--- src/rtl/spi_reg_responder.sv ---
// SPI mode-0 register responder: eight 8-bit registers, host write port, SPI read/write frames.
// Optional burst addressing is enabled by defining SPI_REG_RESPONDER_AUTOINC_EN.
`timescale 1ns/1ps
module spi_reg_responder (
    input  logic        clk,
    input  logic        reset,
    input  logic        spi_clk,
    input  logic        spi_cs,
    input  logic        spi_sdi,
    output logic        spi_sdo,
    input  logic        host_we,
    input  logic [2:0]  host_addr,
    input  logic [7:0]  host_wdata,
    output logic [63:0] regs_out,
    output logic        spi_wr_pulse,
    output logic [2:0]  spi_wr_addr
);

    localparam logic [1:0] ST_IDLE   = 2'd0;
    localparam logic [1:0] ST_CMD    = 2'd1;
    localparam logic [1:0] ST_DATA   = 2'd2;
    localparam logic [1:0] ST_IGNORE = 2'd3;

    logic       cs_meta, cs_sync;
    logic       sclk_meta, sclk_sync, sclk_prev;
    logic       sdi_meta, sdi_sync;
    logic [1:0] sync_vld;
    logic       cs_armed;

    logic [1:0] state;
    logic [2:0] bit_cnt;
    logic [6:0] shreg;
    logic [6:0] tx_sh;
    logic [2:0] addr;
    logic       rd;
    logic       load_pend;

    logic       sclk_rise, sclk_fall;
    logic       spi_commit;
    logic [7:0] spi_data;
    logic [7:0] rd_byte;

    always_ff @(posedge clk or posedge reset) begin
        if (reset) begin
            cs_meta   <= 1'b1;
            cs_sync   <= 1'b1;
            sclk_meta <= 1'b0;
            sclk_sync <= 1'b0;
            sclk_prev <= 1'b0;
            sdi_meta  <= 1'b0;
            sdi_sync  <= 1'b0;
            sync_vld  <= '0;
            cs_armed  <= 1'b0;
        end else begin
            cs_meta   <= spi_cs;
            cs_sync   <= cs_meta;
            sclk_meta <= spi_clk;
            sclk_sync <= sclk_meta;
            sclk_prev <= sclk_sync;
            sdi_meta  <= spi_sdi;
            sdi_sync  <= sdi_meta;
            sync_vld  <= {sync_vld[0], 1'b1};
            // A real high chip select must be seen after reset before a frame can start.
            cs_armed  <= cs_armed | (sync_vld[1] & cs_sync);
        end
    end

    always_comb begin
        sclk_rise  = sclk_sync & ~sclk_prev;
        sclk_fall  = ~sclk_sync & sclk_prev;
        spi_data   = {shreg, sdi_sync};
        rd_byte    = regs_out[{addr, 3'b000} +: 8];
        spi_commit = (state == ST_DATA) & ~cs_sync & sclk_rise & (bit_cnt == 3'd7) & ~rd;
    end

    always_ff @(posedge clk or posedge reset) begin
        if (reset) begin
            state     <= ST_IDLE;
            bit_cnt   <= '0;
            shreg     <= '0;
            tx_sh     <= '0;
            addr      <= '0;
            rd        <= 1'b0;
            load_pend <= 1'b0;
            spi_sdo   <= 1'b0;
        end else if (cs_sync) begin
            state     <= ST_IDLE;
            bit_cnt   <= '0;
            load_pend <= 1'b0;
            spi_sdo   <= 1'b0;
        end else begin
            case (state)
                ST_IDLE: begin
                    if (cs_armed) begin
                        state   <= ST_CMD;
                        bit_cnt <= '0;
                        shreg   <= '0;
                        spi_sdo <= 1'b0;
                    end
                end
                ST_CMD: begin
                    if (sclk_rise) begin
                        shreg   <= {shreg[5:0], sdi_sync};
                        bit_cnt <= bit_cnt + 3'd1;
                        if (bit_cnt == 3'd7) begin
                            state     <= ST_DATA;
                            rd        <= shreg[6];
                            addr      <= {shreg[1:0], sdi_sync};
                            load_pend <= 1'b1;
                        end
                    end
                end
                ST_DATA: begin
                    if (sclk_rise) begin
                        shreg   <= {shreg[5:0], sdi_sync};
                        bit_cnt <= bit_cnt + 3'd1;
                        if (bit_cnt == 3'd7) begin
`ifdef SPI_REG_RESPONDER_AUTOINC_EN
                            addr      <= addr + 3'd1;
                            load_pend <= 1'b1;
`else
                            state   <= ST_IGNORE;
                            spi_sdo <= 1'b0;
`endif
                        end
                    end else if (sclk_fall) begin
                        // First fall of each byte loads the read data; write frames keep sdo low.
                        if (load_pend) begin
                            load_pend <= 1'b0;
                            tx_sh     <= rd ? rd_byte[6:0] : '0;
                            spi_sdo   <= rd & rd_byte[7];
                        end else begin
                            tx_sh   <= {tx_sh[5:0], 1'b0};
                            spi_sdo <= tx_sh[6];
                        end
                    end
                end
                ST_IGNORE: begin
                    spi_sdo <= 1'b0;
                end
                default: begin
                    state <= ST_IDLE;
                end
            endcase
        end
    end

    // SPI commit is applied after the host write so it wins on an address collision.
    always_ff @(posedge clk or posedge reset) begin
        if (reset) begin
            regs_out     <= '0;
            spi_wr_pulse <= 1'b0;
            spi_wr_addr  <= '0;
        end else begin
            spi_wr_pulse <= spi_commit;
            if (host_we) begin
                regs_out[{host_addr, 3'b000} +: 8] <= host_wdata;
            end
            if (spi_commit) begin
                regs_out[{addr, 3'b000} +: 8] <= spi_data;
                spi_wr_addr                   <= addr;
            end
        end
    end

endmodule

--- config.mk ---
export PLATFORM = sky130hd
export DESIGN_NAME = spi_reg_responder
export DESIGN_NICKNAME = d
export VERILOG_FILES = /design/src/rtl/spi_reg_responder.sv
export SDC_FILE = /design/constraint.sdc
export NUM_CORES = 1
export LEC_CHECK = 0
export CAP_MARGIN = 20
export CORE_MARGIN = 2
export CORE_UTILIZATION = 40
export DETAILED_ROUTE_END_ITERATION = 10
export PLACE_DENSITY = 0.61
export SLEW_MARGIN = 20
export SYNTH_ARGS = -nofsm -noshare
export SYNTH_HDL_FRONTEND = slang
export SYNTH_SLANG_ARGS = --single-unit
--- constraint.sdc ---
create_clock -name clk -period 4.65 [get_ports clk]
set_input_delay 0.6975 -clock clk [delete_from_list [all_inputs] [get_ports clk]]
set_output_delay 0.6975 -clock clk [all_outputs]
set_load 0.02 [all_outputs]
## Word level (Yosys, flattened, before mapping)

Cells that the tools add are included.

| storage, ports and cells | value |
|---|---|
| output and inout bits | 69 |
| bits in registers | 103 |
| input bits | 17 |
| word-level logic and storage cells | 105 |

| operators by class | value |
|---|---|
| muxes and demuxes | 33 |
| bitwise operators | 14 |
| equal/unequal tests | 16 |
| shifts and indexed selects | 5 |
| reduce and logical (&&, ||, !) cells | 14 |
| add/subtract/negate cells | 3 |

Operator list:

| cell | count |
|---|---|
| bitwise mux 64 bit | 2 |
| 2-to-1 mux 64 bit | 2 |
| variable shift 8 x 8 -> 64 bit, first input constant | 2 |
| indexed part select 8 x 8 -> 64 bit | 2 |
| indexed part select 64 x 7 -> 8 bit | 1 |
| 2-to-1 mux 7 bit | 4 |
| != test 3 bit, second input constant | 6 |
| negation 6 -> 8 bit | 2 |
| AND reduction 4 bit | 4 |
| case mux 7 bit (2 select lines) | 1 |
| 2-to-1 mux 2 bit | 6 |
| 2-to-1 mux 1 bit | 11 |
| 2-to-1 mux 3 bit | 3 |
| bitwise AND 1 bit | 8 |
| nonzero test 4 bit | 2 |
| case mux 2 bit (3 select lines) | 1 |
| case mux 3 bit (2 select lines) | 1 |
| AND reduction 6 bit | 1 |
| nonzero test 3 bit | 2 |
| NOT 1 bit | 5 |
| AND reduction 5 bit | 1 |
| == test 2 bit, second input constant | 2 |
| != test 4 x 3 -> 1 bit, second input constant | 1 |
| != test 4 bit, second input constant | 1 |
| 14 further kinds | 14 |

## Longest topological paths before layout

Gate-level depths: netlist of run 1.

| depth | value |
|---|---|
| depth in word-level cells | 7 |
| mapped depth | 10 |
| depth with buffers taken out | 7 |

## Worst setup path before layout of run 1

No wires, ideal clock.

| path | value |
|---|---|
| kind | in2reg |
| start point | input port host_addr[0] |
| end point | register regs_out[24] |
| required time | 4.510 ns |
| path buffers | 0 |
| slack | 2.212 ns |
| setup time | 0.140 ns |
| data arrival time | 2.298 ns |
| stages on the path | 7 |
| path through | inv_1 -> ha_1 -> ha_1 -> nand3b_1 -> nor3_2 -> mux2i_1 -> mux2i_1 |

| between the ends | value |
|---|---|
| word-level cells in the longest chain between the ends | 6 |
| elaborated cells on any way between the ends | 7 |
| classes of those cells | 1 x add/sub; 2 x shift; 4 x mux |

Ends and longest elaborated chain:

| element | line | RTL |
|---|---|---|
| from (decl) | 12 | `input logic [2:0] host_addr,` |
| negation 6 -> 8 bit (*) | 157 | `regs_out[{host_addr, 3'b000} +: 8] <= host_wdata;` |
| indexed part select 8 x 8 -> 64 bit / variable shift 8 x 8 -> 64 bit (equally long branches) | 157 |  |
| bitwise mux 64 bit (*) | 157 |  |
| 2-to-1 mux 64 bit (*) | 156 | `if (host_we) begin` |
| bitwise mux 64 bit | 160 | `regs_out[{addr, 3'b000} +: 8] <= spi_data;` |
| 2-to-1 mux 64 bit (*) | 159 | `if (spi_commit) begin` |
| to (signal, indexed assignment) | 157 |  |
| to (signal, indexed assignment) | 160 |  |
| to (decl) | 14 | `output logic [63:0] regs_out,` |

Every way passes the cells marked *; elsewhere a longest branch is shown, timed or not.
A chain may end at the register's enable or synchronous reset.

## Final worst setup path of run 1

| path | value |
|---|---|
| start point | input port host_addr[0] |
| end point | register regs_out[52] |

Same word-level chain as after synthesis.

==> impl_metrics.env, run 1 <==
export IMPL_status="complete, no violations"
export IMPL_path_class="in2reg"
export IMPL_holdCritPathClass="reg2reg"
export IMPL_drive_gt1_share_pct=11.7
export IMPL_p_seq_share_pct=42.0
export IMPL_ioPinCount=86
export IMPL_portBuffers=85
export IMPL_holdWs_ns=0.351
export IMPL_vias_per_cell=5.56
export IMPL_die_h_um=123
export IMPL_post_cts_buffers=0
export IMPL_max_slew_margin_rel_pct=31.6
export IMPL_busiest_layer="met2"
export IMPL_initial_core_util_pct=41.1
export IMPL_use_met3_pct=4.29
export IMPL_fmax_mhz=287
export IMPL_yosysUniqueCellTypes=49
export IMPL_first_iter_violations=331
export IMPL_synth_seq_cells=103
export IMPL_synth_top_area_share_pct=44.3
export IMPL_numCtsBuffers=9
export IMPL_grt_met1_usage_pct=32.2
export IMPL_area_growth_pct=23.3
export IMPL_synth_top_area_cell="dfrtp_1"
export IMPL_power_frac_comb_pct=32.8
export IMPL_gr_total_overflow=0
export IMPL_setup_ws_ns=1.17
export IMPL_startpoint_type="input pin"
export IMPL_grt_pass1_vias=4364
export IMPL_synth_warnings=0
export IMPL_p_sw_mw=1.05
export IMPL_cts_resized=0
export IMPL_worstHoldEndpoint="sync_vld[1]"
export IMPL_final_net_count=617
export IMPL_register_area_mm2=0.00258
export IMPL_synth_compound_area_share_pct=6.06
export IMPL_p_clk_share_pct=25.2
export IMPL_p_leak_nw=3.04
export IMPL_cts_tree="yes"
export IMPL_htree_levels=3
export IMPL_diodes=0
export IMPL_grtUsageMet2_pct=34.0
export IMPL_syn_area_mm2=0.00570
export IMPL_sw_frac_of_total_pct=35.8
export IMPL_synthMuxAreaShare_pct=28.5
export IMPL_setup_tns_ns=0
export IMPL_yosys_area_share_simple_pct=14.4
export IMPL_grt_setup_unrepaired="false"
export IMPL_syn_inst=503
export IMPL_worst_slew_pin_slew_ns=1.02
export IMPL_timing_rr_end="regs_out[4]"
export IMPL_p_int_mw=1.89
export IMPL_power_density_mw_per_mm2=418
export IMPL_routedWlPerCell_um=21.2
export IMPL_synth_edf_count=0
export IMPL_drtAntennaViolNets=0
export IMPL_maxCapViolCount=0
export IMPL_cp_max_fo=15
export IMPL_total_power_mw=2.94
export IMPL_cts_hold_buf=0
export IMPL_die_area_mm2=0.0152
export IMPL_synth_fa_ha_area_share_pct=3.07
export IMPL_min_delay_start="sync_vld[0]"
export IMPL_min_period_over_period_pct=74.8
export IMPL_multi_input_area_mm2=0.00299
export IMPL_numPlacedInstances=755
export IMPL_routabilityCongestion=0.856
export IMPL_min_period_ns=3.48
export IMPL_core_mm2=0.0139
export IMPL_grt_usage_pct=22.4
export IMPL_dp_hpwl_mm=11.9
export IMPL_end_kind="flop"
export IMPL_r2r_slack_ns=1.81
export IMPL_reg2reg_depth=7
export IMPL_pre_cts_slack_ns=0.709
export IMPL_drc=0
export IMPL_grt_pass1_wl_mm=25.2
export IMPL_rows=43
export IMPL_r2r_start="addr[1]"
export IMPL_synthFlopType="dfrtp_1"
export IMPL_async_flop_share_pct=100
export IMPL_cts_sinks=103
export IMPL_cp_data_required_time_ns=4.89
export IMPL_die_w_um=123
export IMPL_vias=4287
export IMPL_setup_viol=0
export IMPL_finalHoldViolCount=0
export IMPL_final_cell_count_no_fill=771
export IMPL_critical_path_arrival_ns=3.72
export IMPL_peakVddDrop_uv=204
export IMPL_drtPass1Iterations=4
export IMPL_synth_commonest_cells="mux2i_1 (130), dfrtp_1 (101), nand2_1 (57)"
export IMPL_wl_mm=16.3
export IMPL_synth_top_family_by_area="multiplexers"
export IMPL_yosysSeqAreaShare_pct=45.2
export IMPL_ys_top_cells_by_area="dfrtp_1 (44%), mux2i_1 (23%), mux2_2 (4.1%), nand2_1 (3.8%), ha_1 (3.1%)"
export IMPL_clkTransAtPathRegs_ns=0.07
export IMPL_syn_num_nets=534
export IMPL_clk_latency_ns=0.36
export IMPL_holdPathStages=0
export IMPL_antenna_found_initial=0
export IMPL_maxSlewViolCount=0
export IMPL_nFillCells=1252
export IMPL_clock_skew_ns=0.0100
export IMPL_syn_avg_cell_area_um2=11.3
export IMPL_cts_root_buf="clkbuf_16"
export IMPL_yosysMostFrequentCell="mux2i_1"
export IMPL_synth_xor_area_share_pct=0
export IMPL_grt_max_degree=76
export IMPL_clk_path_buf_depth=2
==> registers in the layout, summed over array words and instances, names as in the netlist <==
register,count
addr,3
bit_cnt,3
cs_armed,1
cs_meta,1
cs_sync,1
load_pend,1
rd,1
regs_out,64
sclk_meta,1
sclk_prev,1
sclk_sync,1
sdi_meta,1
sdi_sync,1
shreg,7
spi_sdo,1
spi_wr_addr,3
spi_wr_pulse,1
state,2
sync_vld,2
tx_sh,7
==> layout make-up <==
type,count,share of cell area (%)
Clock buffer,9,3.20
Clock inverter,7,0.783
Inverter,18,0.996
Multi-Input combinational cell,364,42.5
Sequential cell,103,36.7
Tap cell,180,3.20
Timing Repair Buffer,90,12.6
==> layer usage <==
metal / up-vias / wire length, um
met5: - / 0
met3: 13 / 837
met4: 0 / 144
met2: 130 / 7670
li1: 1980 / -
met1: 2164 / 7660
==> cells in the final DEF (no fill, tap or decap), drive strengths merged, types with 3 or more instances in the layout <==
cell type      netlist  layout
inv                 18      21
nand3                9       9
mux4                 4       4
dfrtp              101     101
buf                  7       5
and2                 9       9
mux2                21      21
nor3b                6       6
a21oi                9       9
mux2i              130     130
nor2                22      22
a22oi               14      14
and3                10      10
clkdlybuf4s50        0      85
nand2               61      61
nor2b                5       5
nor4b                4       4
nand2b               3       3
o21ai               10      10
clkbuf              11       9
nor3                 6       6
o311ai               6       6
ha                  14      14
==> power groups by stage <==
stage	Clock (mW)	Sequential, mW	Combinational, mW
3_5_place_dp	0	1.25	0.968
6_report	0.741	1.24	0.964
3_3_place_gp	0	1.25	0.945
5_1_grt	0.793	1.26	1.04
4_1_cts	0.750	1.23	0.971
2_1_floorplan	0	1.36	0.392
==> logic make-up (layout without fill, tap and decap cells) <==
logic type	count (synthesis)	in the layout
multiplexers	155	155
AND/OR/NAND/NOR	144	144
flip-flops	103	103
AO/OA/AOI/OAI	50	50
buffers and inverters	36	124
adder cells (fa/ha/maj)	14	14
other	1	1
==> worst max-delay path: stages <==
cell and delay, ns:
clkdlybuf4s50_1 0.81, inv_1 0.20, ha_1 0.60, nand3b_1 0.23, nor4_4 0.79, mux2i_1 0.28, mux2i_1 0.09
==> worst max-delay path by stage <==
| stage | start | to | slack (ns) |
|---|---|---|---|
| CTS | host_addr[0] | regs_out[35] | 1.09 |
| global route | host_addr[0] | regs_out[52] | 0.98 |
| finish | host_addr[0] | regs_out[52] | 1.17 |
| global placement | host_addr[0] | regs_out[37] | 0.89 |
| detailed placement | host_addr[0] | regs_out[35] | 0.71 |
| floorplan | reset | addr[0] | 1.25 |
==> through the flow <==
| step | utilization [%] | cell area [um^2] |
|---|---|---|
| final | 50.7 | 7030 |
| after detailed placement | 48.6 | 6750 |
| after global placement | 48.6 | 6750 |
| after floorplan | - | 5700 |
| after global routing | 50.7 | 7030 |
| after CTS | 50.6 | 7030 |
No activity file was read; power rests on OpenSTA's default activity.
==> run 2, diff against run 1 <==
==> constraint.sdc (replaced) <==
create_clock -name clk -period 3.34 [get_ports clk]
set_input_delay 0.501 -clock clk [delete_from_list [all_inputs] [get_ports clk]]
set_output_delay 0.501 -clock clk [all_outputs]
set_load 0.02 [all_outputs]
==> run 2 against run 1 <==
  * Clock power increased by 54%
  * Clock skew is 0.0029 ns lower
  * Worst setup slack worse by 0.36 ns
  * Sequential share of layout area decreased by 0.75 points
  * Total power rose by 44%
  * First-iteration DRC count is 12% higher
  * Count of clock-buffer cells in the layout stayed put
  * Critical path type unchanged
  * Largest power group unchanged
==> impl_metrics.env, run 2 (same netlist as run 1, synthesis figures left out) <==
export IMPL_first_iter_violations=371
export IMPL_holdWs_ns=0.350
export IMPL_placed_area_mm2=0.00686
export IMPL_clkTransAtPathRegs_ns=0.07
export IMPL_initial_core_util_pct=41.1
export IMPL_setup_ws_ns=0.813
export IMPL_slowest_stage="clkdlybuf4s50_1"
export IMPL_die_h_um=123
export IMPL_final_area_mm2=0.00718
export IMPL_gr_total_overflow=0
export IMPL_max_stage_delay_ns=0.47
export IMPL_p_leak_nw=3.12
export IMPL_ioPinCount=86
export IMPL_peakVddDrop_uv=242
export IMPL_wl_mm=16.5
export IMPL_clk_path_buf_depth=2
export IMPL_min_period_ns=2.53
export IMPL_core_mm2=0.0139
export IMPL_routabilityCongestion=0.862
export IMPL_drtAntennaViolNets=0
export IMPL_cts_root_buf="clkbuf_16"
export IMPL_grt_max_degree=57
export IMPL_most_common_layout_cells="mux2i_1 (130), dfrtp_1 (100), clkdlybuf4s50_1 (85), nand2_1 (57)"
export IMPL_routedWlPerCell_um=21.0
export IMPL_largest_reg_flops=64
export IMPL_grt_pass1_wl_mm=26.0
export IMPL_maxSlewViolCount=0
export IMPL_reg_top3="regs_out (64), shreg (7), tx_sh (7)"
export IMPL_max_slew_margin_rel_pct=41.0
export IMPL_grt_usage_pct=23.2
export IMPL_fmax_mhz=396
export IMPL_wl_met2_mm=7.83
export IMPL_htree_levels=3
export IMPL_portBuffers=85
export IMPL_final_net_count=630
export IMPL_critical_path_arrival_ns=2.76
export IMPL_setup_viol=0
export IMPL_end_kind="flop"
export IMPL_fin_util_pct=51.7
export IMPL_cp_cell_sequence="clkdlybuf4s50_1 -> inv_1 -> ha_1 -> ha_1 -> nor3b_1 -> nand2_1 -> mux2i_1 -> mux2i_1"
export IMPL_met3_length_um=770
export IMPL_finalHoldViolCount=0
export IMPL_vias=4385
export IMPL_vias_per_cell=5.59
export IMPL_final_common_cell="mux2i_1"
export IMPL_critPathBufInv=2
export IMPL_drtPass1Iterations=4
export IMPL_min_period_over_period_pct=75.7
export IMPL_drc=0
export IMPL_diodes=0
export IMPL_path_class="in2reg"
export IMPL_cts_resized=0
export IMPL_wl_met1_mm=7.55
export IMPL_status="complete, no violations"
export IMPL_grt_pass1_vias=4507
export IMPL_pre_cts_slack_ns=0.408
export IMPL_clk_latency_ns=0.35
export IMPL_maxCapViolCount=0
export IMPL_final_cell_count_no_fill=784
export IMPL_post_cts_buffers=0
export IMPL_grt_setup_unrepaired="false"
export IMPL_cts_hold_buf=0
export IMPL_startpoint_type="input pin"
export IMPL_top_register="regs_out"
export IMPL_die_area_mm2=0.0152
export IMPL_dp_hpwl_mm=11.9
export IMPL_cp_max_fo=8
export IMPL_area_growth_pct=25.9
export IMPL_cts_tree="yes"
export IMPL_cts_sinks=103
export IMPL_nFillCells=1232
export IMPL_numPlacedInstances=768
export IMPL_cp_data_required_time_ns=3.57
export IMPL_maxUsedRoutingLayer="met4"
export IMPL_power_density_mw_per_mm2=588
export IMPL_total_power_mw=4.22
export IMPL_die_w_um=123
export IMPL_rows=43
export IMPL_clock_skew_ns=0.00711
export IMPL_numCtsBuffers=9
export IMPL_crit_family="simple AND/OR/NAND/NOR gates"
export IMPL_holdCritPathClass="reg2reg"
export IMPL_drive_gt1_share_pct=13.4
export IMPL_setup_tns_ns=0
export IMPL_worst_slew_pin_slew_ns=0.881
export IMPL_antenna_found_initial=0
-- run 2: cell type report --
type                       instances  area (um^2)  area share (%)
sequential                       103         2580            36.0
clock inverter                     7         97.6            1.36
timing repair buffer             103          998            13.9
multi-input combinational        364         2980            41.5
tap                              180          225            3.14
clock buffer                       9          225            3.14
inverter                          18         70.1           0.976
-- run 2: layer usage --
metal | up-vias | global-route usage [%]
met2 | 131 | 36.8
met4 | 0 | 8.38
met3 | 20 | 3.14
met1 | 2233 | 32.4
met5 | - | 0
li1 | 2001 | -
-- run 2: final timing paths --
path                            cells past startpoint  slack [ns]            to    startpoint
min in group asynchronous                           2        0.64  regs_out[45]         reset
worst max-delay path                                8        0.81  regs_out[57]  host_addr[0]
worst min register to register                      0        0.35   sync_vld[1]   sync_vld[0]
worst max register to register                      5        0.87       spi_sdo       addr[0]
worst min-delay path                                0        0.35   sync_vld[1]   sync_vld[0]
max in group asynchronous                           3        1.99  regs_out[55]         reset
-- run 2: report_power, final --
group	internal (mW)	switching, mW	total [mW]
clock	0.657	0.487	1.14
combinational	0.652	0.706	1.36
sequential	1.47	0.252	1.72
